File: src/rtl/operand_fetch_ctrl_if.sv
// Bundle of request, writeback, register-file and operand
// channels around the operand fetch sequencer.
interface operand_fetch_ctrl_if #(
   parameter int ADDR_W = 5,
   parameter int DATA_W = 32
) ();
   logic              req_valid;
   logic              req_ready;
   logic [ADDR_W-1:0] req_rs;
   logic [ADDR_W-1:0] req_rt;
   logic              wb_valid;
   logic              wb_ready;
   logic [ADDR_W-1:0] wb_sel;
   logic [DATA_W-1:0] wb_data;
   logic [ADDR_W-1:0] rf_sel;
   logic              rf_wr;
   logic [DATA_W-1:0] rf_wdata;
   logic [DATA_W-1:0] rf_rdata;
   logic              op_valid;
   logic              op_ready;
   logic [DATA_W-1:0] op_a;
   logic [DATA_W-1:0] op_b;

   modport slave (
      input  req_valid, req_rs, req_rt,
      output req_ready,
      input  wb_valid, wb_sel, wb_data,
      output wb_ready,
      output rf_sel, rf_wr, rf_wdata,
      input  rf_rdata,
      output op_valid, op_a, op_b,
      input  op_ready
   );

   modport master (
      output req_valid, req_rs, req_rt,
      input  req_ready,
      output wb_valid, wb_sel, wb_data,
      input  wb_ready,
      input  rf_sel, rf_wr, rf_wdata,
      output rf_rdata,
      input  op_valid, op_a, op_b,
      output op_ready
   );
endinterface

File: src/rtl/operand_fetch_ctrl.sv
// Sequences writebacks and two-operand reads onto the single
// register-file port, then hands the operand pair to execute.
module operand_fetch_ctrl #(
   parameter int ADDR_W = 5,
   parameter int DATA_W = 32,
   parameter int RD_LAT = 2
) (
   input logic clk,
   input logic reset,
   operand_fetch_ctrl_if.slave bus
);

   typedef enum logic [2:0] {
      IDLE, WRITE, RD_A, RD_B, OUT
   } state_t;

   localparam logic [2:0] LAST = 3'(RD_LAT - 1);

   state_t            state, state_n;
   logic [2:0]        cnt, cnt_n;
   logic [ADDR_W-1:0] sel_q, sel_n;
   logic [ADDR_W-1:0] rt_q, rt_n;
   logic              same_q, same_n;
   logic              wr_q, wr_n;
   logic [DATA_W-1:0] wdata_q, wdata_n;
   logic              ov_q, ov_n;
   logic [DATA_W-1:0] a_q, a_n;
   logic [DATA_W-1:0] b_q, b_n;

   always_ff @(posedge clk or posedge reset) begin
      if (reset) begin
         state   <= IDLE;
         cnt     <= '0;
         sel_q   <= '0;
         rt_q    <= '0;
         same_q  <= 1'b0;
         wr_q    <= 1'b0;
         wdata_q <= '0;
         ov_q    <= 1'b0;
         a_q     <= '0;
         b_q     <= '0;
      end else begin
         state   <= state_n;
         cnt     <= cnt_n;
         sel_q   <= sel_n;
         rt_q    <= rt_n;
         same_q  <= same_n;
         wr_q    <= wr_n;
         wdata_q <= wdata_n;
         ov_q    <= ov_n;
         a_q     <= a_n;
         b_q     <= b_n;
      end
   end

   always_comb begin
      state_n = state;
      cnt_n   = cnt;
      sel_n   = sel_q;
      rt_n    = rt_q;
      same_n  = same_q;
      wr_n    = 1'b0;
      wdata_n = wdata_q;
      ov_n    = ov_q;
      a_n     = a_q;
      b_n     = b_q;
      unique case (state)
         IDLE: begin
            // writeback always wins over a pending read
            if (bus.wb_valid) begin
               sel_n   = bus.wb_sel;
               wdata_n = bus.wb_data;
               wr_n    = 1'b1;
               state_n = WRITE;
            end else if (bus.req_valid) begin
               sel_n   = bus.req_rs;
               rt_n    = bus.req_rt;
               same_n  = (bus.req_rs == bus.req_rt);
               cnt_n   = '0;
               state_n = RD_A;
            end
         end
         WRITE: state_n = IDLE;
         RD_A: begin
            if (cnt == LAST) begin
               a_n   = bus.rf_rdata;
               cnt_n = '0;
               if (same_q) begin
                  b_n     = bus.rf_rdata;
                  ov_n    = 1'b1;
                  state_n = OUT;
               end else begin
                  sel_n   = rt_q;
                  state_n = RD_B;
               end
            end else begin
               cnt_n = cnt + 3'd1;
            end
         end
         RD_B: begin
            if (cnt == LAST) begin
               b_n     = bus.rf_rdata;
               cnt_n   = '0;
               ov_n    = 1'b1;
               state_n = OUT;
            end else begin
               cnt_n = cnt + 3'd1;
            end
         end
         OUT: begin
            if (bus.op_ready) begin
               ov_n    = 1'b0;
               state_n = IDLE;
            end
         end
         default: state_n = IDLE;
      endcase
   end

   assign bus.wb_ready  = (state == IDLE);
   assign bus.req_ready = (state == IDLE) && !bus.wb_valid;
   assign bus.rf_sel    = sel_q;
   assign bus.rf_wr     = wr_q;
   assign bus.rf_wdata  = wdata_q;
   assign bus.op_valid  = ov_q;
   assign bus.op_a      = a_q;
   assign bus.op_b      = b_q;

endmodule

File: src/flat_wrapper.sv
// flat-port wrapper written by rule: the top's interface ports become plain ports
module operand_fetch_ctrl_flat 
#(
   parameter int ADDR_W = 5,
   parameter int DATA_W = 32,
   parameter int RD_LAT = 2
)
  (clk, reset, bus_req_valid, bus_req_rs, bus_req_rt, bus_req_ready, bus_wb_valid, bus_wb_sel, bus_wb_data, bus_wb_ready, bus_rf_sel, bus_rf_wr, bus_rf_wdata, bus_rf_rdata, bus_op_valid, bus_op_a, bus_op_b, bus_op_ready);
  operand_fetch_ctrl_if #(.ADDR_W(ADDR_W), .DATA_W(DATA_W)) bus_i ();
  input logic clk;
  input logic reset;
  input wire logic [$bits(bus_i.req_valid)-1:0] bus_req_valid;
  input wire logic [$bits(bus_i.req_rs)-1:0] bus_req_rs;
  input wire logic [$bits(bus_i.req_rt)-1:0] bus_req_rt;
  output wire logic [$bits(bus_i.req_ready)-1:0] bus_req_ready;
  input wire logic [$bits(bus_i.wb_valid)-1:0] bus_wb_valid;
  input wire logic [$bits(bus_i.wb_sel)-1:0] bus_wb_sel;
  input wire logic [$bits(bus_i.wb_data)-1:0] bus_wb_data;
  output wire logic [$bits(bus_i.wb_ready)-1:0] bus_wb_ready;
  output wire logic [$bits(bus_i.rf_sel)-1:0] bus_rf_sel;
  output wire logic [$bits(bus_i.rf_wr)-1:0] bus_rf_wr;
  output wire logic [$bits(bus_i.rf_wdata)-1:0] bus_rf_wdata;
  input wire logic [$bits(bus_i.rf_rdata)-1:0] bus_rf_rdata;
  output wire logic [$bits(bus_i.op_valid)-1:0] bus_op_valid;
  output wire logic [$bits(bus_i.op_a)-1:0] bus_op_a;
  output wire logic [$bits(bus_i.op_b)-1:0] bus_op_b;
  input wire logic [$bits(bus_i.op_ready)-1:0] bus_op_ready;
  assign bus_i.req_valid = bus_req_valid;
  assign bus_i.req_rs = bus_req_rs;
  assign bus_i.req_rt = bus_req_rt;
  assign bus_req_ready = bus_i.req_ready;
  assign bus_i.wb_valid = bus_wb_valid;
  assign bus_i.wb_sel = bus_wb_sel;
  assign bus_i.wb_data = bus_wb_data;
  assign bus_wb_ready = bus_i.wb_ready;
  assign bus_rf_sel = bus_i.rf_sel;
  assign bus_rf_wr = bus_i.rf_wr;
  assign bus_rf_wdata = bus_i.rf_wdata;
  assign bus_i.rf_rdata = bus_rf_rdata;
  assign bus_op_valid = bus_i.op_valid;
  assign bus_op_a = bus_i.op_a;
  assign bus_op_b = bus_i.op_b;
  assign bus_i.op_ready = bus_op_ready;
  operand_fetch_ctrl #(.ADDR_W(ADDR_W), .DATA_W(DATA_W), .RD_LAT(RD_LAT)) u_core (.clk(clk), .reset(reset), .bus(bus_i));
endmodule
File: config.mk
export PLATFORM = sky130hd
export DESIGN_NAME = operand_fetch_ctrl_flat
export DESIGN_NICKNAME = d
export VERILOG_FILES = /design/src/rtl/operand_fetch_ctrl_if.sv /design/src/rtl/operand_fetch_ctrl.sv /design/src/flat_wrapper.sv
export SDC_FILE = /design/constraint.sdc
export NUM_CORES = 1
export LEC_CHECK = 0
export BUFFER_PORTS_ARGS = -buffer_cell sky130_fd_sc_hd__buf_2
export CORE_ASPECT_RATIO = 1.25
export CORE_UTILIZATION = 50
export CTS_BUF_LIST = sky130_fd_sc_hd__clkbuf_4
export CTS_CLUSTER_SIZE = 40
export DETAILED_ROUTE_END_ITERATION = 6
export HOLD_SLACK_MARGIN = 0.1
export PLACE_DENSITY = 0.91
export SLEW_MARGIN = 20
export SYNTH_ARGS = -nofsm -noshare
export SYNTH_HDL_FRONTEND = slang
export SYNTH_SLANG_ARGS = --single-unit
File: constraint.sdc
create_clock -name clk -period 4 [get_ports clk]
set_input_delay 0.4 -clock clk [delete_from_list [all_inputs] [get_ports clk]]
set_output_delay 0.4 -clock clk [all_outputs]
set_load 0.005 [all_outputs]
Word level (Yosys, flattened, before mapping)
Cells that the tools add are included.
{"block": "classes", "addsub": 1, "eq_ne": 13, "mux": 27, "bitwise": 1, "n_reduce_logical": 16}
{"cell": "$mux W32", "count": 3}
{"cell": "$pmux W32 S2", "count": 1}
{"cell": "$mux W3", "count": 9}
{"cell": "$mux W5", "count": 4}
{"cell": "$pmux W3 S4", "count": 1}
{"cell": "$reduce_and A4 Y1", "count": 3}
{"cell": "$pmux W5 S2", "count": 1}
{"cell": "$ne A2 B2 Y1 const B", "count": 4}
{"cell": "$eq A3 B2 Y1 const B", "count": 2}
{"cell": "$mux W1", "count": 6}
{"cell": "$ne A2 B1 Y1 const B", "count": 3}
{"cell": "$pmux W3 S2", "count": 1}
{"cell": "$reduce_and A3 Y1", "count": 2}
{"cell": "$reduce_bool A2 Y1", "count": 3}
{"cell": "$eq A5 B5 Y1", "count": 1}
{"cell": "$reduce_and A5 Y1", "count": 1}
{"cell": "$reduce_and A2 Y1", "count": 2}
{"cell": "$add A3 B1 Y3 const B", "count": 1}
{"cell": "$eq A3 B1 Y1 const B", "count": 1}
{"cell": "$eq A3 B3 Y1 const B", "count": 1}
{"cell": "$logic_not A3 Y1", "count": 1}
{"cell": "$ne A3 B3 Y1 const B", "count": 1}
{"cell": "$pmux W1 S3", "count": 1}
{"cell": "$reduce_bool A3 Y1", "count": 1}
{"cell": "other kinds (4)", "count": 4}
{"block": "word_totals", "ff_bits": 115, "inputBits": 84, "out_inout_bits": 105, "wordCells": 68}

Depth between registers and ports, before layout
Gate-level depths: netlist of run 1.
{"block": "logic_depth", "word_depth": 4, "depth_mapped": 7, "depth_no_buf": 3}

Worst setup path before layout of run 1
No wires, ideal clock.
{"block": "synth_timing", "path_type": "reg-to-reg", "startpoint": "register u_core.cnt[2]", "endpoint": "register u_core.b_q[10] (netlist: u_core.bus.op_b[10])", "setup_ns": 0.125, "arrival_ns": 1.695, "required_ns": 3.875, "setup_slack_ns": 2.181, "path_stages_with_launch": 5, "n_path_buf": 1, "synth_period_minus_slack_ns": 1.819, "cell_sequence": "dfrtp_1 > or3b_1 > nor3_4 > buf_6 > mux2_2"}
{"block": "synth_via", "elab_chain_len": 3, "word_cells_on_any_way": 4, "classes_between": "eq/ne: 3; reduce/logical: 1"}
{"element": "start: declaration", "line_no": "operand_fetch_ctrl.sv:20", "source": "logic [2:0] cnt, cnt_n;"}
{"element": "start signal: assignment", "line_no": "operand_fetch_ctrl.sv:44", "source": "cnt <= cnt_n;"}
{"element": "$eq A3 B1 Y1 (*)", "line_no": "operand_fetch_ctrl.sv:85, operand_fetch_ctrl.sv:101"}
{"element": "$ne A2 B1 Y1 (no line)"}
{"element": "$reduce_and A4 Y1 (no line) (*)"}
{"element": "end signal: assignment", "line_no": "operand_fetch_ctrl.sv:52", "source": "b_q <= b_n;"}
{"element": "end: declaration", "line_no": "operand_fetch_ctrl.sv:28", "source": "logic [DATA_W-1:0] b_q, b_n;"}
Every way passes the cells marked *; elsewhere a longest branch is shown, timed or not.
A chain may end at the register's enable or synchronous reset.

Worst setup path after layout of run 1
{"block": "layout_timing", "startpoint": "register u_core.state[2]", "endpoint": "register u_core.a_q[12] (netlist: u_core.bus.op_a[12])"}
{"block": "layout_via", "elab_chain_len": 2}
{"element": "start: declaration", "line_no": "operand_fetch_ctrl.sv:19", "source": "state_t state, state_n;"}
{"element": "start signal: assignment", "line_no": "operand_fetch_ctrl.sv:43", "source": "state <= state_n;"}
{"element": "$eq A3 B2 Y1", "line_no": "operand_fetch_ctrl.sv:67", "source": "unique case (state)"}
{"element": "$reduce_and A2 Y1 (no line)"}
{"element": "end signal: assignment", "line_no": "operand_fetch_ctrl.sv:51", "source": "a_q <= a_n;"}
{"element": "end: declaration", "line_no": "operand_fetch_ctrl.sv:27", "source": "logic [DATA_W-1:0] a_q, a_n;"}
Every way passes these cells.

==> flow_summary.html, run 1 <==
<table>
<tr><th>Metric</th><th>Value</th></tr>
<tr><th colspan="2">Min path</th></tr>
<tr><td>Hold Path Cell Cnt</td><td>2</td></tr>
<tr><td>Hold Crit Start</td><td>bus_rf_rdata[8]</td></tr>
<tr><td>Worst hold-check path type</td><td>in2reg</td></tr>
<tr><td>Hold Crit Endpoint</td><td>u_core.bus.op_a[8]</td></tr>
<tr><th colspan="2">Layout</th></tr>
<tr><td>Filler-free cell count of the finished design</td><td>670</td></tr>
<tr><td>Share of final-layout standard cells stronger than drive strength 1</td><td>62.9%</td></tr>
<tr><td>Diodes inserted</td><td>0</td></tr>
<tr><td>Most common cell after layout, fill and taps aside</td><td>buf_2</td></tr>
<tr><td>Signed area change from the synthesized netlist to the final layout</td><td>36.5%</td></tr>
<tr><td>Final net count</td><td>618</td></tr>
<tr><td>Fill cell total of the finished layout</td><td>643</td></tr>
<tr><td>Highest-count cells in the layout ignoring fill and taps</td><td>buf_2, dfrtp_1, mux2_2</td></tr>
<tr><th colspan="2">Synth</th></tr>
<tr><td>Fraction of synthesis flops using an asynchronous set or reset pin</td><td>100%</td></tr>
<tr><td>Primary flip-flop cell chosen by synthesis mapping</td><td>dfrtp_1</td></tr>
<tr><td>Yosys synthesis warning count</td><td>0</td></tr>
<tr><td>Synth top area cells</td><td>dfrtp_1, mux2_2, mux2_4</td></tr>
<tr><td>Flip-flop and latch count after synthesis</td><td>115</td></tr>
<tr><td>Number of enable-type register cells in the synthesized netlist</td><td>0</td></tr>
<tr><td>Area share of the largest cell type after synthesis</td><td>60.2%</td></tr>
<tr><td>Count of unique library cells instantiated by Yosys</td><td>38</td></tr>
<tr><td>Library cell occupying the most area in the post-synthesis netlist</td><td>dfrtp_1</td></tr>
<tr><td>Proportion of synthesized chip area in sequential cells</td><td>60.2%</td></tr>
<tr><td>Post-Synthesis Mean Instance Area</td><td>16.1 um^2</td></tr>
<tr><td>Post-synthesis net count</td><td>380</td></tr>
<tr><td>Syn Std Cell Area</td><td>0.00478 mm^2</td></tr>
<tr><td>Gate count of the mapped netlist</td><td>296</td></tr>
<tr><th colspan="2">Timing</th></tr>
<tr><td>Setup skew after layout</td><td>0.0192 ns</td></tr>
<tr><td>Unrepaired setup endpoints after global routing</td><td>no</td></tr>
<tr><td>Max-slew violation count</td><td>0</td></tr>
<tr><td>Max-Slew Margin vs Limit</td><td>56.7%</td></tr>
<tr><td>Min Clock Period, post-route</td><td>2.14 ns</td></tr>
<tr><td>Final Hold Viols</td><td>0</td></tr>
<tr><td>Fmax achieved</td><td>467 MHz</td></tr>
<tr><td>Actual transition at the worst max-transition pin</td><td>0.650 ns</td></tr>
<tr><td>Period utilization</td><td>53.5%</td></tr>
<tr><td>Post-Route Setup TNS</td><td>0 ns</td></tr>
<tr><td># setup viols final</td><td>0</td></tr>
<tr><th colspan="2">Detailed routing</th></tr>
<tr><td>Vias/cell</td><td>4.98</td></tr>
<tr><td>DRC violation count after routing</td><td>0</td></tr>
<tr><td>Post-DRT Antenna Nets</td><td>0</td></tr>
<tr><td>Vias</td><td>3334</td></tr>
<tr><td>Drt pass-1 iters</td><td>4</td></tr>
<tr><td>Met3 layer wire length in the routed design</td><td>435 um</td></tr>
<tr><td>Highest layer used for signal routing</td><td>met4</td></tr>
<tr><td>Routed length on met2</td><td>6.05 mm</td></tr>
<tr><td>Wirelength, routed</td><td>10.9 mm</td></tr>
<tr><td>Mean routed wirelength per cell</td><td>16.3 um</td></tr>
<tr><td>Routed length on met1</td><td>4.20 mm</td></tr>
<tr><td>DRT iter0 DRCs</td><td>105</td></tr>
<tr><th colspan="2">Floorplan</th></tr>
<tr><td>Floorplan die width</td><td>89.4 um</td></tr>
<tr><td>Top Ports</td><td>189</td></tr>
<tr><td>Cell Rows</td><td>39</td></tr>
<tr><td>Area inside the core boundary</td><td>0.00922 mm^2</td></tr>
<tr><td>Effective utilization at floorplan</td><td>51.8%</td></tr>
<tr><td>Vertical die dimension</td><td>111 um</td></tr>
<tr><td>Die ar.</td><td>0.00995 mm^2</td></tr>
<tr><th colspan="2">Power</th></tr>
<tr><td>Cell leakage power</td><td>3.22 nW</td></tr>
<tr><td>Worst voltage drop across the vdd grid</td><td>418 uV</td></tr>
<tr><td>Cell area power density</td><td>765 mW/mm^2</td></tr>
<tr><th colspan="2">Clock network</th></tr>
<tr><td>Clock tree root driver cell</td><td>clkbuf_4</td></tr>
<tr><td>Sinks on Clock Net</td><td>115</td></tr>
<tr><td>Number of buffers on the longest clock path</td><td>2</td></tr>
<tr><td>TritonCTS clock tree</td><td>built</td></tr>
<tr><td>Clock-pin slew of the registers on the worst-case setup and hold paths</td><td>0.11 ns</td></tr>
<tr><td>Clock insertion delay at the later pin of the skew report</td><td>0.49 ns</td></tr>
<tr><td>Total of cells resized after clock tree synthesis</td><td>0</td></tr>
<tr><td>Inserted Clock Buffers</td><td>17</td></tr>
<tr><td>CTS H-tree lvls</td><td>4</td></tr>
<tr><th colspan="2">Place</th></tr>
<tr><td>Number of cells in the design after placement</td><td>596</td></tr>
<tr><td>DP Wirelength</td><td>7.35 mm</td></tr>
<tr><td>Count of input and output buffers</td><td>188</td></tr>
<tr><td>Routability-driven placement congestion ratio</td><td>0.797</td></tr>
<tr><th colspan="2">Setup path</th></tr>
<tr><td>Slowest cell on the critical path</td><td>dfrtp_1</td></tr>
<tr><td>Reg-to-Reg End</td><td>u_core.bus.op_a[12]</td></tr>
<tr><td>Path depth of the worst reg2reg path</td><td>3</td></tr>
<tr><td>Type of destination of the critical path</td><td>flip-flop</td></tr>
<tr><td>CP bufs+invs</td><td>0</td></tr>
<tr><td>Kind of cell with the highest combined delay on the critical path</td><td>simple AND/OR/NAND/NOR gates</td></tr>
<tr><td>Worst Path Arrival</td><td>2.52 ns</td></tr>
<tr><td>Critical path cell sequence</td><td>or3b_1 -&gt; nand2b_4 -&gt; mux2_4</td></tr>
<tr><td>Worst reg-to-reg setup slack</td><td>1.86 ns</td></tr>
<tr><td>Crit Path Max Fanout</td><td>32</td></tr>
<tr><td>Launching point of the worst reg2reg path</td><td>u_core.state[2]</td></tr>
<tr><td>Launching element type of the critical path</td><td>flip-flop</td></tr>
<tr><td>Path type of the worst setup path</td><td>reg2reg</td></tr>
<tr><td>Worst path required time</td><td>4.38 ns</td></tr>
<tr><td>Max stage delay on crit path</td><td>0.54 ns</td></tr>
<tr><th colspan="2">Global route</th></tr>
<tr><td>Via count of the first global-routing pass</td><td>3420</td></tr>
<tr><td>Largest net degree at the start of global routing</td><td>51</td></tr>
<tr><td>Antenna violations before repair</td><td>0</td></tr>
<tr><td>First-pass GRT wire length</td><td>16.2 mm</td></tr>
<tr><td>All-Layer GR Usage</td><td>21.7%</td></tr>
<tr><td>Global route overflow</td><td>0</td></tr>
<tr><th colspan="2">Status</th></tr>
<tr><td>Run status</td><td>completed</td></tr>
<tr><th colspan="2">Run</th></tr>
<tr><td>Max Cap Viol</td><td>0</td></tr>
</table>
worst reg2reg max path: cells and delay by family (launching register included):
| family | cells | cell delay [ns] |
|---|---|---|
| flops | 1 | 0.54 |
| simple gates | 2 | 1.02 |
| mux | 1 | 0.48 |
routing by layer:
metal  track usage (%)  vias to the layer above
met5                 0                        -
met4              11.1                        0
met3              5.51                       24
met2              37.8                      117
met1              23.8                     1657
li1                  -                     1536
power by group:
part / internal (mW) / switching, mW / total (mW) / leakage [nW]
combinational: 1.21 / 0.754 / 1.97 / 1.69
sequential: 1.75 / 0.343 / 2.09 / 1.37
clock: 0.490 / 0.444 / 0.933 / 0.158
total: 3.45 / 1.54 / 4.99 / 3.22
timing repair:
| item | in CTS | in global routing |
|---|---|---|
| hold buffers | 7 | 35 |
| setup buffers | 0 | 0 |
| endpoints found under the hold margin | 51 | 36 |
flip-flops by register name, summed over array words and instances, names as in the netlist:
signal and count:
u_core.bus.op_a 32, u_core.bus.op_b 32, u_core.bus.rf_wdata 32, u_core.bus.rf_sel 5
u_core.rt_q 5, u_core.cnt 3, u_core.state 3, u_core.bus.op_valid 1
u_core.bus.rf_wr 1, u_core.same_q 1
through the flow:
step | instance area (um^2) | power, mW | setup slack, ns | hold WS [ns] | utilization, %
2_1_floorplan | 4780 | 3.29 | 0.556 | 0.475 | -
3_3_place_gp | 5780 | 3.92 | 1.93 | 0.478 | 62.7
3_5_place_dp | 5780 | 4.05 | 1.87 | 0.490 | 62.7
4_1_cts | 6170 | 5.00 | 1.81 | 0.100 | 66.9
5_1_grt | 6520 | 5.31 | 1.70 | 0.108 | 70.7
6_report | 6520 | 4.99 | 1.86 | 0.155 | 70.7
worst max path at each step:
stage                     cells after the start            start             endpoint
final                                         3  u_core.state[2]  u_core.bus.op_a[12]
after detailed placement                      3  u_core.state[2]  u_core.bus.op_a[10]
after global placement                        3  u_core.state[2]  u_core.bus.op_a[13]
after CTS                                     2  u_core.state[0]        bus_req_ready
after floorplan                               1            reset   u_core.bus.op_a[0]
after global routing                          2  u_core.state[0]        bus_req_ready
kinds of logic after synthesis:
| logic type | after synthesis | synth area share (%) |
|---|---|---|
| AO/OA/AOI/OAI | 13 | 2.02 |
| XOR/XNOR | 6 | 1.10 |
| buffers and inverters | 19 | 2.96 |
| flip-flops | 115 | 60.2 |
| multiplexers | 117 | 29.9 |
| AND/OR/NAND/NOR | 26 | 3.75 |
synth_stat cells, types with 2 or more instances:
| cell type | count |
|---|---|
| nand2_1 | 3 |
| xnor2_1 | 5 |
| dfrtp_1 | 115 |
| mux2_4 | 30 |
| nor2b_1 | 2 |
| nand2b_1 | 2 |
| a21oi_1 | 2 |
| buf_6 | 8 |
| nor2_1 | 3 |
| nor3_1 | 2 |
| buf_2 | 5 |
| or3b_1 | 2 |
| mux2_2 | 87 |
| inv_1 | 4 |
| nand3_1 | 3 |
final cells by class:
type	count	area [um^2]	area share [%]
Multi-Input combinational cell	162	1760	27.0
Clock buffer	17	128	1.96
Tap cell	123	154	2.36
Inverter	4	17.5	0.269
Clock inverter	15	190	2.92
Timing Repair Buffer	234	1390	21.3
Sequential cell	115	2880	44.1
Note: power is estimated with default switching activity, not from simulation.
==> run 2, diff against run 1 <==
--- a/config.mk
+++ b/config.mk
@@ -7,12 +7,12 @@
 export LEC_CHECK = 0
 export BUFFER_PORTS_ARGS = -buffer_cell sky130_fd_sc_hd__buf_2
 export CORE_ASPECT_RATIO = 1.25
-export CORE_UTILIZATION = 50
+export CORE_UTILIZATION = 45
 export CTS_BUF_LIST = sky130_fd_sc_hd__clkbuf_4
 export CTS_CLUSTER_SIZE = 40
 export DETAILED_ROUTE_END_ITERATION = 6
 export HOLD_SLACK_MARGIN = 0.1
-export PLACE_DENSITY = 0.91
+export PLACE_DENSITY = 0.87
 export SLEW_MARGIN = 20
 export SYNTH_ARGS = -nofsm -noshare
 export SYNTH_HDL_FRONTEND = slang
==> constraint.sdc (replaced) <==
create_clock -name clk -period 1.75 [get_ports clk]
set_input_delay 0.175 -clock clk [delete_from_list [all_inputs] [get_ports clk]]
set_output_delay 0.175 -clock clk [all_outputs]
set_load 0.005 [all_outputs]
==> run 2 against run 1 <==
Compared with the run above:
- the run now ends with negative setup slack left
- fmax rose by 21%
- largest power group is now combinational cells
- cell area up 14%
- non-clock buffer count is 67 higher
- count of clock-buffer cells in the layout unchanged
- critical path depth grew 2
- sequential power up 130%
- flip-flop and latch count stayed put
==> flow_summary.html, run 2 (synthesis gave the netlist of run 1 again) <==
<table>
<tr><th>Metric</th><th>Value</th></tr>
<tr><th colspan="2">Setup path</th></tr>
<tr><td>Crit Path Max Fanout</td><td>32 (unchanged)</td></tr>
<tr><td>Path type of the worst setup path</td><td>reg2reg</td></tr>
<tr><td>Critical path cell sequence</td><td>buf_4 -&gt; or3b_4 -&gt; nand2b_4 -&gt; buf_12 -&gt; mux2_4</td></tr>
<tr><td>Path depth of the worst reg2reg path</td><td>5 (+2)</td></tr>
<tr><td>Type of destination of the critical path</td><td>flip-flop</td></tr>
<tr><td>Launching point of the worst reg2reg path</td><td>u_core.state[2]</td></tr>
<tr><td>CP bufs+invs</td><td>2 (+2)</td></tr>
<tr><td>Launching element type of the critical path</td><td>flip-flop</td></tr>
<tr><td>Slowest cell on the critical path</td><td>dfrtp_1</td></tr>
<tr><td>Kind of cell with the highest combined delay on the critical path</td><td>simple AND/OR/NAND/NOR gates</td></tr>
<tr><td>Worst Path Arrival</td><td>2.16 ns (-0.36 ns)</td></tr>
<tr><td>Reg-to-Reg End</td><td>u_core.bus.op_a[0]</td></tr>
<tr><td>Max stage delay on crit path</td><td>0.41 ns (-0.13 ns)</td></tr>
<tr><td>Worst reg-to-reg setup slack</td><td>-0.03 ns (-1.88 ns)</td></tr>
<tr><td>Worst path required time</td><td>2.14 ns (-2.24 ns)</td></tr>
<tr><th colspan="2">Detailed routing</th></tr>
<tr><td>Mean routed wirelength per cell</td><td>17.0 um (+4.0%)</td></tr>
<tr><td>DRC violation count after routing</td><td>0 (unchanged)</td></tr>
<tr><td>Vias/cell</td><td>4.92 (-1.2%)</td></tr>
<tr><td>Wirelength, routed</td><td>12.6 mm (+15%)</td></tr>
<tr><td>Vias</td><td>3652 (+9.5%)</td></tr>
<tr><td>Drt pass-1 iters</td><td>4 (unchanged)</td></tr>
<tr><td>DRT iter0 DRCs</td><td>91 (-13%)</td></tr>
<tr><td>Post-DRT Antenna Nets</td><td>0 (unchanged)</td></tr>
<tr><th colspan="2">Clock network</th></tr>
<tr><td>Clock insertion delay at the later pin of the skew report</td><td>0.50 ns (about the same)</td></tr>
<tr><td>Inserted Clock Buffers</td><td>17 (unchanged)</td></tr>
<tr><td>Clock tree root driver cell</td><td>clkbuf_4</td></tr>
<tr><td>Sinks on Clock Net</td><td>115 (unchanged)</td></tr>
<tr><td>CTS H-tree lvls</td><td>4 (unchanged)</td></tr>
<tr><td>TritonCTS clock tree</td><td>built</td></tr>
<tr><td>Number of buffers on the longest clock path</td><td>2 (unchanged)</td></tr>
<tr><td>Clock-pin slew of the registers on the worst-case setup and hold paths</td><td>0.11 ns (about the same)</td></tr>
<tr><th colspan="2">Floorplan</th></tr>
<tr><td>Cell Rows</td><td>41 (+5.1%)</td></tr>
<tr><td>Die ar.</td><td>0.0110 mm^2 (+11%)</td></tr>
<tr><td>Area inside the core boundary</td><td>0.0102 mm^2 (+11%)</td></tr>
<tr><td>Floorplan die width</td><td>94.2 um (+5.3%)</td></tr>
<tr><td>Top Ports</td><td>189 (unchanged)</td></tr>
<tr><td>Vertical die dimension</td><td>117 um (+5.3%)</td></tr>
<tr><td>Effective utilization at floorplan</td><td>46.8% (-5.0 points)</td></tr>
<tr><th colspan="2">Timing</th></tr>
<tr><td>Actual transition at the worst max-transition pin</td><td>0.553 ns (-0.0970 ns)</td></tr>
<tr><td>Period utilization</td><td>101% (+48 points)</td></tr>
<tr><td>Final Worst Setup Slack</td><td>-0.0254 ns (-1.88 ns)</td></tr>
<tr><td>Min Clock Period, post-route</td><td>1.78 ns (-0.366 ns)</td></tr>
<tr><td>Setup skew after layout</td><td>0.0108 ns (-0.00838 ns)</td></tr>
<tr><td>Final Hold Viols</td><td>0 (unchanged)</td></tr>
<tr><td>Max-slew violation count</td><td>0 (unchanged)</td></tr>
<tr><td>Unrepaired setup endpoints after global routing</td><td>yes</td></tr>
<tr><td>Fmax achieved</td><td>563 MHz (+21%)</td></tr>
<tr><td>Post-Route Setup TNS</td><td>-0.398 ns (-0.398 ns)</td></tr>
<tr><td>Max-Slew Margin vs Limit</td><td>63.2% (+6.5 points)</td></tr>
<tr><td># setup viols final</td><td>39 (+39)</td></tr>
<tr><th colspan="2">Place</th></tr>
<tr><td>Count of input and output buffers</td><td>188 (unchanged)</td></tr>
<tr><td>DP Wirelength</td><td>7.50 mm (+2.1%)</td></tr>
<tr><td>Worst setup timing slack at the placement stage</td><td>-0.0461 ns (-1.92 ns)</td></tr>
<tr><td>Routability-driven placement congestion ratio</td><td>0.765 (-3.9%)</td></tr>
<tr><th colspan="2">Min path</th></tr>
<tr><td>Worst hold-check path type</td><td>in2reg</td></tr>
<tr><td>Hold Path Cell Cnt</td><td>4 (+2)</td></tr>
<tr><td>Hold Crit Endpoint</td><td>u_core.bus.rf_sel[4]</td></tr>
<tr><td>Hold Crit Start</td><td>bus_wb_sel[4]</td></tr>
<tr><th colspan="2">Layout</th></tr>
<tr><td>Signed area change from the synthesized netlist to the final layout</td><td>55.0%</td></tr>
<tr><td>Share of final-layout standard cells stronger than drive strength 1</td><td>62.4% (-0.51 points)</td></tr>
<tr><td>Diodes inserted</td><td>0 (unchanged)</td></tr>
<tr><td>Fill cell total of the finished layout</td><td>652 (+1.4%)</td></tr>
<tr><td>Highest-count cells in the layout ignoring fill and taps</td><td>buf_2, dfrtp_1, dlygate4sd3_1</td></tr>
<tr><td>Final net count</td><td>685 (+11%)</td></tr>
<tr><td>Most common cell after layout, fill and taps aside</td><td>buf_2</td></tr>
<tr><th colspan="2">Status</th></tr>
<tr><td>Run status</td><td>finished with violations</td></tr>
<tr><td>Violated checks</td><td>negative setup slack</td></tr>
<tr><th colspan="2">Run</th></tr>
<tr><td>Max Cap Viol</td><td>0 (unchanged)</td></tr>
<tr><th colspan="2">Global route</th></tr>
<tr><td>Antenna violations before repair</td><td>0 (unchanged)</td></tr>
<tr><td>Via count of the first global-routing pass</td><td>3936 (+15%)</td></tr>
<tr><td>First-pass GRT wire length</td><td>19.6 mm (+21%)</td></tr>
<tr><td>Largest net degree at the start of global routing</td><td>72 (+41%)</td></tr>
<tr><td>Global route overflow</td><td>0 (unchanged)</td></tr>
<tr><td>All-Layer GR Usage</td><td>24.0% (+2.3 points)</td></tr>
<tr><th colspan="2">Power</th></tr>
<tr><td>Power, Total</td><td>12.4 mW (+150%)</td></tr>
<tr><td>Cell leakage power</td><td>3.66 nW (+13%)</td></tr>
<tr><td>Cell area power density</td><td>1680 mW/mm^2 (+120%)</td></tr>
<tr><td>Worst voltage drop across the vdd grid</td><td>1030 uV (+150%)</td></tr>
</table>
run 2: changes by cell type in the layout (fill, tap and decap cells not counted), sizes merged:
cell         change
buf             +33
dlygate4sd3     +34
clkinv           +1
bufinv           -1
run 2: routing by layer:
| metal | track usage, % | routed length [um] |
|---|---|---|
| met1 | 25.7 | 4640 |
| met2 | 43.8 | 7070 |
| met3 | 5.62 | 539 |
| met4 | 12.6 | 353 |
| met5 | 0 | 0 |
run 2: cell type report:
class	instances	area, um^2	share of cell area (%)
sequential	115	2880	38.9
multi-input combinational	162	1920	25.9
timing repair buffer	301	2140	28.8
clock buffer	17	128	1.72
clock inverter	15	165	2.23
inverter	4	18.8	0.254
tap	129	161	2.18
run 2: repair_timing:
item / CTS / global route
setup endpoints to repair: 25 / 70
cloned: 2 / 0
pin swaps: 3 / 3
buffers inserted: 15 / 3
endpoints found under the hold margin: 222 / 0
resized for setup: 19 / 8
hold buffers: 76 / 0
run 2: worst register-to-register path: cells and delay by family (launching register included):
| kind | cells | cell delay, ns |
|---|---|---|
| muxes | 1 | 0.36 |
| DFF | 1 | 0.41 |
| buffers and inverters | 2 | 0.33 |
| and+or+nand+nor | 2 | 0.56 |
run 2: worst max path at each step:
| stage | slack (ns) | end | cells after the start | from |
|---|---|---|---|---|
| final | -0.03 | u_core.bus.op_a[0] | 5 | u_core.state[2] |
| after global routing | -0.08 | bus_req_ready | 4 | u_core.state[2] |
| after CTS | -0.05 | u_core.bus.op_b[11] | 5 | u_core.cnt[2] |
| after detailed placement | -0.05 | u_core.bus.op_b[28] | 4 | u_core.cnt[1] |
| after global placement | -0.01 | u_core.bus.op_b[29] | 4 | u_core.cnt[1] |
| after floorplan | -0.06 | u_core.bus.op_b[26] | 4 | u_core.cnt[1] |
run 2: power by group:
part	internal (mW)	switching (mW)
registers	4.00	0.748
logic	3.59	2.07
clock network	0.976	1.02
run 2: metrics by stage:
stage / cells / cell area, um^2 / util [%] / hold slack (ns)
3_5_place_dp: 615 / 6050 / 59.2 / 0.317
3_3_place_gp: 615 / 6050 / 59.2 / 0.309
5_1_grt: 743 / 7400 / 72.5 / 0.130
6_report: 743 / 7400 / 72.5 / 0.167
4_1_cts: 740 / 7350 / 72.0 / 0.105
2_1_floorplan: 296 / 4890 / - / 0.262
==> run 3, diff against run 2 <==
--- a/config.mk
+++ b/config.mk
@@ -12,7 +12,7 @@
 export CTS_CLUSTER_SIZE = 40
 export DETAILED_ROUTE_END_ITERATION = 6
 export HOLD_SLACK_MARGIN = 0.1
-export PLACE_DENSITY = 0.87
+export PLACE_DENSITY = 0.81
 export SLEW_MARGIN = 20
 export SYNTH_ARGS = -nofsm -noshare
 export SYNTH_HDL_FRONTEND = slang
==> run 3 against run 2 <==
Compared with the run above:
- the run still ends with negative setup slack left
- non-clock buffer count is 11 lower
- cell area decreased by 1.6%
- fmax rose by 1.1%
- global-route usage is 1.1 points lower
- critical path depth did not move
- setup slack better by 0.019 ns
- core utilization fell by 1.2 points
- flip-flop and latch count unchanged
- largest cell class unchanged
==> flow_summary.html, run 3 (synthesis gave the netlist of run 1 again) <==
<table>
<tr><th>Metric</th><th>Value</th></tr>
<tr><th colspan="2">Floorplan</th></tr>
<tr><td>Die ar.</td><td>0.0110 mm^2 (unchanged)</td></tr>
<tr><td>Effective utilization at floorplan</td><td>46.8% (unchanged)</td></tr>
<tr><td>Cell Rows</td><td>41 (unchanged)</td></tr>
<tr><td>Floorplan die width</td><td>94.2 um (unchanged)</td></tr>
<tr><td>Vertical die dimension</td><td>117 um (unchanged)</td></tr>
<tr><td>Top Ports</td><td>189 (unchanged)</td></tr>
<tr><td>Area inside the core boundary</td><td>0.0102 mm^2 (unchanged)</td></tr>
<tr><th colspan="2">Power</th></tr>
<tr><td>Switching component of the power</td><td>3.78 mW (-1.5%)</td></tr>
<tr><td>Total internal power</td><td>8.44 mW (-1.5%)</td></tr>
<tr><td>Cell area power density</td><td>1680 mW/mm^2 (+0.12%)</td></tr>
<tr><td>Clock Power Share</td><td>16.9% (+0.8 points)</td></tr>
<tr><td>Fraction of power spent switching nets</td><td>31.0% (about the same)</td></tr>
<tr><td>Cell leakage power</td><td>3.59 nW (-1.7%)</td></tr>
<tr><td>Part of the power in registers</td><td>39.0% (+0.8 points)</td></tr>
<tr><td>Worst voltage drop across the vdd grid</td><td>850 uV (-17%)</td></tr>
<tr><td>Combinational fraction of design power</td><td>44.2% (-1.5 points)</td></tr>
<tr><th colspan="2">Global route</th></tr>
<tr><td>Largest net degree at the start of global routing</td><td>78 (+8.3%)</td></tr>
<tr><td>Antenna violations before repair</td><td>1 (+1)</td></tr>
<tr><td>Global route overflow</td><td>0 (unchanged)</td></tr>
<tr><td>First-pass GRT wire length</td><td>18.9 mm (-3.6%)</td></tr>
<tr><td>All-Layer GR Usage</td><td>22.9% (-1.1 points)</td></tr>
<tr><td>Via count of the first global-routing pass</td><td>3853 (-2.1%)</td></tr>
<tr><th colspan="2">Setup path</th></tr>
<tr><td>Slowest cell on the critical path</td><td>or3b_4</td></tr>
<tr><td>Launching element type of the critical path</td><td>flip-flop</td></tr>
<tr><td>Worst path required time</td><td>2.15 ns (about the same)</td></tr>
<tr><td>CP bufs+invs</td><td>2 (unchanged)</td></tr>
<tr><td>Worst Path Arrival</td><td>2.15 ns (about the same)</td></tr>
<tr><td>Critical path cell sequence</td><td>or3b_4 -&gt; nor3_4 -&gt; buf_6 -&gt; clkbuf_16 -&gt; mux2_4</td></tr>
<tr><td>Type of destination of the critical path</td><td>flip-flop</td></tr>
<tr><td>Kind of cell with the highest combined delay on the critical path</td><td>simple AND/OR/NAND/NOR gates</td></tr>
<tr><td>Path type of the worst setup path</td><td>reg2reg</td></tr>
<tr><td>Max stage delay on crit path</td><td>0.41 ns (about the same)</td></tr>
<tr><td>Crit Path Max Fanout</td><td>5 (-84%)</td></tr>
<tr><th colspan="2">Timing</th></tr>
<tr><td>Period utilization</td><td>100% (-1.1 points)</td></tr>
<tr><td>Min Clock Period, post-route</td><td>1.76 ns (-0.0190 ns)</td></tr>
<tr><td>Max-Slew Margin vs Limit</td><td>66.7% (+3.5 points)</td></tr>
<tr><td>Max-slew violation count</td><td>0 (unchanged)</td></tr>
<tr><td># setup viols final</td><td>3 (-92%)</td></tr>
<tr><td>Setup skew after layout</td><td>0.0247 ns (+0.0139 ns)</td></tr>
<tr><td>Actual transition at the worst max-transition pin</td><td>0.500 ns (-0.0528 ns)</td></tr>
<tr><td>Fmax achieved</td><td>569 MHz (+1.1%)</td></tr>
<tr><td>Post-Route Setup TNS</td><td>-0.0141 ns (+0.384 ns)</td></tr>
<tr><td>Final Hold Viols</td><td>0 (unchanged)</td></tr>
<tr><td>Final Worst Setup Slack</td><td>-0.00648 ns (+0.0190 ns)</td></tr>
<tr><td>Unrepaired setup endpoints after global routing</td><td>yes</td></tr>
<tr><th colspan="2">Place</th></tr>
<tr><td>Count of input and output buffers</td><td>188 (unchanged)</td></tr>
<tr><td>Number of cells in the design after placement</td><td>617 (+0.33%)</td></tr>
<tr><td>Worst setup timing slack at the placement stage</td><td>0.00125 ns (+0.0473 ns)</td></tr>
<tr><td>DP Wirelength</td><td>7.79 mm (+3.8%)</td></tr>
<tr><td>Routability-driven placement congestion ratio</td><td>0.744 (-2.7%)</td></tr>
<tr><td>Area after DPL</td><td>0.00606 mm^2 (+0.25%)</td></tr>
<tr><th colspan="2">Layout</th></tr>
<tr><td>Highest-count cells in the layout ignoring fill and taps</td><td>buf_2, dfrtp_1, dlygate4sd3_1</td></tr>
<tr><td>Fill cell total of the finished layout</td><td>666 (+2.1%)</td></tr>
<tr><td>Area of all sequential standard cells</td><td>0.00288 mm^2 (unchanged)</td></tr>
<tr><td>Filler-free cell count of the finished design</td><td>733 (-1.3%)</td></tr>
<tr><td>Share of final-layout standard cells stronger than drive strength 1</td><td>61.4% (-1.0 points)</td></tr>
<tr><td>Finished Core Util</td><td>71.3% (-1.2 points)</td></tr>
<tr><td>Multi-input gate area in the final layout</td><td>0.00190 mm^2 (-1.0%)</td></tr>
<tr><td>Final Cell Area</td><td>0.00728 mm^2 (-1.6%)</td></tr>
<tr><td>Signed area change from the synthesized netlist to the final layout</td><td>52.5%</td></tr>
<tr><td>Most common cell after layout, fill and taps aside</td><td>buf_2</td></tr>
<tr><td>Final net count</td><td>674 (-1.6%)</td></tr>
<tr><th colspan="2">Clock network</th></tr>
<tr><td>Clock insertion delay at the later pin of the skew report</td><td>0.52 ns (+0.02 ns)</td></tr>
<tr><td>TritonCTS clock tree</td><td>built</td></tr>
<tr><td>Clock-pin slew of the registers on the worst-case setup and hold paths</td><td>0.11 ns (about the same)</td></tr>
<tr><td>CTS H-tree lvls</td><td>4 (unchanged)</td></tr>
<tr><td>Inserted Clock Buffers</td><td>17 (unchanged)</td></tr>
<tr><td>Sinks on Clock Net</td><td>115 (unchanged)</td></tr>
<tr><td>Clock tree root driver cell</td><td>clkbuf_4</td></tr>
<tr><td>Number of buffers on the longest clock path</td><td>2 (unchanged)</td></tr>
<tr><th colspan="2">Detailed routing</th></tr>
<tr><td>Post-DRT Antenna Nets</td><td>0 (unchanged)</td></tr>
<tr><td>DRC violation count after routing</td><td>0 (unchanged)</td></tr>
<tr><td>Vias</td><td>3585 (-1.8%)</td></tr>
<tr><td>Drt pass-1 iters</td><td>4 (unchanged)</td></tr>
<tr><td>Vias/cell</td><td>4.89 (-0.50%)</td></tr>
<tr><td>Mean routed wirelength per cell</td><td>16.7 um (-1.3%)</td></tr>
<tr><td>DRT iter0 DRCs</td><td>99 (+8.8%)</td></tr>
<tr><td>Wirelength, routed</td><td>12.3 mm (-2.7%)</td></tr>
<tr><th colspan="2">Run</th></tr>
<tr><td>Max Cap Viol</td><td>0 (unchanged)</td></tr>
<tr><th colspan="2">Status</th></tr>
<tr><td>Violated checks</td><td>negative setup slack</td></tr>
<tr><td>Run status</td><td>finished with violations</td></tr>
<tr><th colspan="2">Min path</th></tr>
<tr><td>Worst hold-check path type</td><td>in2reg</td></tr>
</table>
## run 3: changes by cell type in the layout (fill, tap and decap cells not counted), moves of 2 or more
cell / change
clkbuf_4: +2
buf_6: -3
buf_4: -8
buf_16: -2
buf_12: -2
clkbuf_16: +2
clkinv_1: -3
## run 3: final timing paths
kind	start	to	slack, ns	depth (start not counted)
hold reg to reg	u_core.bus.rf_wdata[6]	u_core.bus.rf_wdata[6]	0.51	1
setup reg to reg	u_core.cnt[0]	u_core.bus.op_b[18]	-0.006	5
setup / recovery	u_core.cnt[0]	u_core.bus.op_b[18]	-0.006	5
min in group asynchronous	reset	u_core.bus.rf_wdata[0]	0.33	4
max in group asynchronous	reset	u_core.bus.op_a[4]	0.98	4
hold / removal	bus_wb_sel[4]	u_core.bus.rf_sel[4]	0.15	4
## run 3: worst register-to-register path, stage by stage (launching register included)
cell,delay [ns]
dfrtp_1,0.39
or3b_4,0.41
nor3_4,0.20
buf_6,0.18
clkbuf_16,0.17
mux2_4,0.30
## run 3: power groups by stage
stage,combinational [mW],sequential (mW),clock [mW]
2_1_floorplan,3.00,4.80,0
6_report,5.40,4.77,2.06
4_1_cts,5.27,4.73,2.10
5_1_grt,5.84,4.91,2.23
3_3_place_gp,4.87,4.67,0
3_5_place_dp,5.04,4.76,0
## run 3: timing repair
action                                  in CTS  in global routing
resized for setup                            8                  8
hold endpoints to repair                   223                  0
hold buffers                                77                  0
endpoints found under the setup margin       6                 52
buffers inserted                             1                  2
gates cloned                                 0                  3
## run 3: layout make-up
cell class / instances / share of cell area [%]
flip-flops and latches: 115 / 39.5
well taps: 129 / 2.22
clock inverters: 13 / 2.22
clock buffers: 19 / 1.96
multi-input cells: 162 / 26.0
diodes: 1 / 0.0344
inverters: 4 / 0.258
repair buffers: 290 / 27.8
## run 3: per-stage QoR
step	total power, mW	hold slack [ns]
5_1_grt	13.0	0.126
3_3_place_gp	9.53	0.318
2_1_floorplan	7.80	0.262
4_1_cts	12.1	0.108
6_report	12.2	0.149
3_5_place_dp	9.80	0.330
## run 3: per-layer routing
metal	GRT usage, %	share of wire, %	vias up
li1	-	-	1650
met1	25.6	38	1784
met4	10.8	2.7	0
met2	40.9	55	118
met5	0	0	-
met3	5.56	4.3	33
